$ cat config.mk
export PLATFORM = sky130hd
export DESIGN_NAME = pipelined_signed_shift_divide_by_pow2
export DESIGN_NICKNAME = d
export VERILOG_FILES = /design/src/rtl/pipelined_signed_shift_divide_by_pow2.sv
export SDC_FILE = /design/constraint.sdc
export NUM_CORES = 1
export LEC_CHECK = 0
export BUFFER_PORTS_ARGS = -buffer_cell sky130_fd_sc_hd__buf_2
export CAP_MARGIN = 20
export CORE_MARGIN = 2
export CORE_UTILIZATION = 35
export DETAILED_ROUTE_END_ITERATION = 16
export SYNTH_ARGS = -nofsm -noshare
export SYNTH_HDL_FRONTEND = slang
export SYNTH_SLANG_ARGS = --single-unit
$ cat constraint.sdc
create_clock -name clk -period 2.22 [get_ports clk]
set_input_delay 0.111 -clock clk [delete_from_list [all_inputs] [get_ports clk]]
set_output_delay 0.111 -clock clk [all_outputs]
set_load 0.005 [all_outputs]
$ cat src/rtl/pipelined_signed_shift_divide_by_pow2.sv
// ---------------------------------------------------------------------------
// pipelined_signed_shift_divide_by_pow2
//
// Streaming signed divide by 2^s with a per-transaction shift amount and
// rounding mode (floor = arithmetic right shift, trunc = round toward zero).
// Two registered stages with a valid/ready handshake; one transaction per
// cycle while downstream is ready, and full backpressure without a skid buffer.
//
// Ports
//   clk         rising-edge clock
//   rst         asynchronous, active-high reset; flushes both stages
//   in_valid    upstream transaction valid
//   in_ready    block can accept a transaction this cycle (combinational
//               from out_ready)
//   in_a        signed dividend, N bits
//   in_s        unsigned shift amount, SW bits; values >= N act as N
//   in_trunc    0 = floor, 1 = truncate toward zero
//   out_valid   result valid
//   out_ready   downstream accepts the result this cycle
//   out_q       signed quotient, N bits
//   out_inexact 1 when any bit shifted out of in_a was nonzero
// ---------------------------------------------------------------------------
module pipelined_signed_shift_divide_by_pow2 #(
    parameter int N  = 8,
    parameter int SW = $clog2(N) + 1
) (
    input  logic          clk,
    input  logic          rst,
    input  logic          in_valid,
    output logic          in_ready,
    input  logic [N-1:0]  in_a,
    input  logic [SW-1:0] in_s,
    input  logic          in_trunc,
    output logic          out_valid,
    input  logic          out_ready,
    output logic [N-1:0]  out_q,
    output logic          out_inexact
);

    localparam logic [SW-1:0] S_MAX = SW'(N);

    // Stage 1 combinational
    logic [SW-1:0] w_s_eff;
    logic [N:0]    w_a_ext;
    logic [N:0]    w_mask;
    logic [N:0]    w_bias;
    logic [N:0]    w_sum;
    logic          w_inexact;
    logic          w_s1_advance;

    // Stage 1 registers
    logic          r_s1_valid;
    logic [N:0]    r_s1_sum;
    logic [SW-1:0] r_s1_s;
    logic          r_s1_inexact;

    // Stage 2 registers
    logic          r_s2_valid;
    logic [N-1:0]  r_s2_q;
    logic          r_s2_inexact;

    // Barrel shifter
    logic [N:0]    w_stg [SW];
    logic [N-1:0]  w_q;

    assign w_s1_advance = !r_s2_valid || out_ready;
    assign in_ready     = !r_s1_valid || w_s1_advance;

    // Truncation toward zero is floor of (a + 2^s - 1) for negative a; the
    // bias is added at N+1 bits so the sum never wraps.
    always_comb begin
        w_s_eff   = (in_s > S_MAX) ? S_MAX : in_s;
        w_a_ext   = {in_a[N-1], in_a};
        w_mask    = ~({(N+1){1'b1}} << w_s_eff);
        w_inexact = |(w_a_ext & w_mask);
        w_bias    = (in_trunc && in_a[N-1]) ? w_mask : '0;
        w_sum     = w_a_ext + w_bias;
    end

    always_ff @(posedge clk or posedge rst) begin
        if (rst) begin
            r_s1_valid   <= 1'b0;
            r_s1_sum     <= '0;
            r_s1_s       <= '0;
            r_s1_inexact <= 1'b0;
        end else if (in_ready) begin
            r_s1_valid <= in_valid;
            if (in_valid) begin
                r_s1_sum     <= w_sum;
                r_s1_s       <= w_s_eff;
                r_s1_inexact <= w_inexact;
            end
        end
    end

    // Arithmetic right shift of the N+1-bit sum, one stage per bit of the
    // shift amount. The last stage emits only the N result LSBs, which is
    // equivalent because bit N of the source equals its sign.
    assign w_stg[0] = r_s1_sum;

    for (genvar k = 0; k < SW; k++) begin : g_barrel
        localparam int SH = 1 << k;
        if (k < SW - 1) begin : g_mid
            if (SH > N) begin : g_fill
                assign w_stg[k+1] = r_s1_s[k] ? {(N+1){w_stg[k][N]}} : w_stg[k];
            end else begin : g_cat
                assign w_stg[k+1] = r_s1_s[k] ? {{SH{w_stg[k][N]}}, w_stg[k][N:SH]}
                                              : w_stg[k];
            end
        end else begin : g_last
            if (SH >= N) begin : g_fill
                assign w_q = r_s1_s[k] ? {N{w_stg[k][N]}} : w_stg[k][N-1:0];
            end else begin : g_cat
                assign w_q = r_s1_s[k] ? {{SH{w_stg[k][N]}}, w_stg[k][N-1:SH]}
                                       : w_stg[k][N-1:0];
            end
        end
    end

    always_ff @(posedge clk or posedge rst) begin
        if (rst) begin
            r_s2_valid   <= 1'b0;
            r_s2_q       <= '0;
            r_s2_inexact <= 1'b0;
        end else if (w_s1_advance) begin
            r_s2_valid <= r_s1_valid;
            if (r_s1_valid) begin
                r_s2_q       <= w_q;
                r_s2_inexact <= r_s1_inexact;
            end
        end
    end

    assign out_valid   = r_s2_valid;
    assign out_q       = r_s2_q;
    assign out_inexact = r_s2_inexact;

endmodule
==> flow_summary.ini <==
[worst_setup_path]
slowest_stage = fa_1
worstSetupPathType = in2reg
crit_chain = buf_2, nor4_1, nor2_1, ha_1, fa_1, a211oi_1, o21bai_1, o22ai_1, xor2_1, o21ai_1
critical_path.max_fanout = 2
worst_ep_required_time_ns = 2.38
cp_top_family = compound AO/OA/AOI/OAI gates
cp_num_buf_inv = 1
crit_path_end_kind = register
cp_data_arrival_time_ns = 2.12
startpoint_type = input port
critical_path.max_stage_delay_ns = 0.39

[finish]
antenna-diode-count = 0
fin_nets = 240
final_cell_mix = buf_2, dfrtp_1, o21ai_1
final_layout_size_suffix_gt1_share_pct = 19.7
fillCellCount = 488
seqCellArea_um2 = 626
final_common_cell = buf_2
final_cell_area_um2 = 1960
multi_input_area_um2 = 1010
synthToLayoutAreaGrowth_pct = 16.6

[detailed_routing]
drc = 0
vias = 1382
drt_wl_total_mm = 3.37
final_antenna_net_count = 0
viasPerCell = 5.18
wire_per_inst_um = 12.6
first_pass_iters = 4
drtIter0Drc = 33

[timing]
finalSetupViolations = 0
fin_skew_ns = 0.00267
final_max_slew_viol_count = 0
setup_ws_ns = 0.265
tns_ns = 0
slew_headroom_pct = 37.2
finalHoldViolations = 0
grt_setup_unrepaired = no
post-route-period-util_pct = 88.1
worst_slew_pin_slew_ns = 0.941
period_minus_slack_ns = 1.96
clock.fmax_mhz = 511

[clock_tree]
tritoncts = yes
clock_latency_ns = 0.27
cts_setup_buffers = 0
cts_max_level = 1
cts_made_buffers = 3
cts.sinks = 25
cts_buffer_depth = 2
ctsResizeCount = 0
clk_pin_slew_ns = 0.08
ctsHoldBuffers = 0
root_buffer = clkbuf_8

[floorplan]
dieWidth_um = 73.4
core_area_um2 = 4690
rows = 25
die_area_um2 = 5390
ios = 28
dieHeight_um = 73.4
initial_utilization_pct = 35.9

[pwr]
internal_power_w = 0.000906
p_total_w = 0.00134
power.switching_w = 0.000438
p_leak_nw = 0.911
power_frac_clock_pct = 20.0
seqPwrFrac_pct = 46.9
combinationalPowerShare_pct = 33.1
power_density_nw_per_um2 = 684
netSwitchingFraction_pct = 32.6
vdd_drop_max_uv = 241

[yosys]
synthesis.area_um2 = 1690
syn-instance-count = 180
synth-edff-count = 0
synth-seq-area-share_pct = 37.1
synth_seq_cells = 25
syn_area_per_cell_um2 = 9.36
syn_nets = 206
ys_async_sr_fraction_pct = 100
synthFlopType = dfrtp_1
synth.distinct_cells = 45
ys_warn_count = 0

[global_route]
gr-total-overflow = 0
grtUsageTotal_pct = 14.0
grt_max_degree = 26
antenna_found_initial = 0
grt_pass1_wl_mm = 5.90
first_global_vias = 1289

[placed_design]
place_area_um2 = 1920
place_ws_ns = -0.0597
hpwl_mm = 2.70
gp_congestion = 0.791
port_buffers = 27

[min_path]
hp-class = in2async

[outcome]
outcome = finished clean

[run]
cap_violations = 0
==> stage by stage <==
step	utilization (%)	cells	hold slack [ns]
floorplan	-	180	0.138
global placement	40.9	263	0.319
detailed placement	40.9	263	0.324
CTS	41.9	267	0.0361
global route	41.9	267	0.0412
finish	41.9	267	0.0397
==> cells by family (layout without fill, tap and decap cells) <==
family	after synthesis	after routing	synth area share (%)
compound gates	65	65	24.6
xor+xnor	7	7	3.64
fa+ha+maj	9	9	7.13
buf+inv	10	43	2.82
flops	25	25	37.1
mux	11	11	9.50
simple gates	53	53	15.1
==> final timing paths <==
path                       startpoint          end  slack [ns]  cells after the start
max                           in_s[0]  r_s1_sum[8]        0.26                     10
min                               rst     out_q[2]        0.04                      2
max reg2reg                 r_s1_s[1]     out_q[1]        0.53                      4
min reg2reg                  out_q[7]     out_q[7]        0.48                      2
max in group asynchronous         rst    r_s1_s[0]        1.61                      2
min in group clk             in_valid   r_s1_valid        0.04                      2
==> routing by layer <==
| layer | part of all wire [%] | track usage [%] | vias to the layer above |
|---|---|---|---|
| li1 | - | - | 727 |
| met2 | 47 | 23.9 | 27 |
| met1 | 49 | 18.4 | 624 |
| met4 | 1.2 | 4.85 | 0 |
| met5 | 0 | 0 | - |
| met3 | 3.0 | 1.23 | 4 |
==> flip-flops by register name (all words and copies together), names as in the netlist <==
name / count
r_s1_inexact: 1
out_q: 8
r_s1_s: 4
r_s1_sum: 9
r_s1_valid: 1
out_valid: 1
out_inexact: 1
==> cell usage after synthesis, types with 2 or more instances <==
| master | number | area [um2] |
|---|---|---|
| a211o_1 | 2 | 17.5 |
| a211oi_1 | 4 | 30.0 |
| a21o_1 | 3 | 22.5 |
| a21oi_1 | 11 | 55.1 |
| clkbuf_1 | 5 | 18.8 |
| dfrtp_1 | 25 | 626 |
| ha_1 | 8 | 100 |
| inv_1 | 3 | 11.3 |
| mux2_1 | 4 | 45.0 |
| mux2i_1 | 4 | 40.0 |
| mux4_1 | 2 | 52.6 |
| nand2_1 | 20 | 75.1 |
| nand2b_1 | 8 | 50.1 |
| nor2_1 | 13 | 48.8 |
| nor3_1 | 2 | 10.0 |
| o211ai_1 | 2 | 15.0 |
| o21a_1 | 6 | 45.0 |
| o21ai_1 | 21 | 105 |
| o21bai_1 | 2 | 15.0 |
| o22ai_1 | 5 | 31.3 |
| xor2_1 | 6 | 52.6 |
==> layout make-up <==
type / instances / area share, %
Multi-Input combinational cell: 145 / 51.5
Sequential cell: 25 / 31.8
Timing Repair Buffer: 36 / 10.3
Tap cell: 54 / 3.44
Clock buffer: 4 / 2.29
Inverter: 3 / 0.573
==> power groups by stage <==
stage	Clock (W)	Sequential (W)	Combinational, W
floorplan	0	0.000626	0.000312
global placement	0	0.000637	0.000447
detailed placement	0	0.000643	0.000449
CTS	0.000282	0.000633	0.000451
global route	0.000298	0.000650	0.000509
finish	0.000268	0.000631	0.000445
Note: power is estimated with default switching activity, not from simulation.
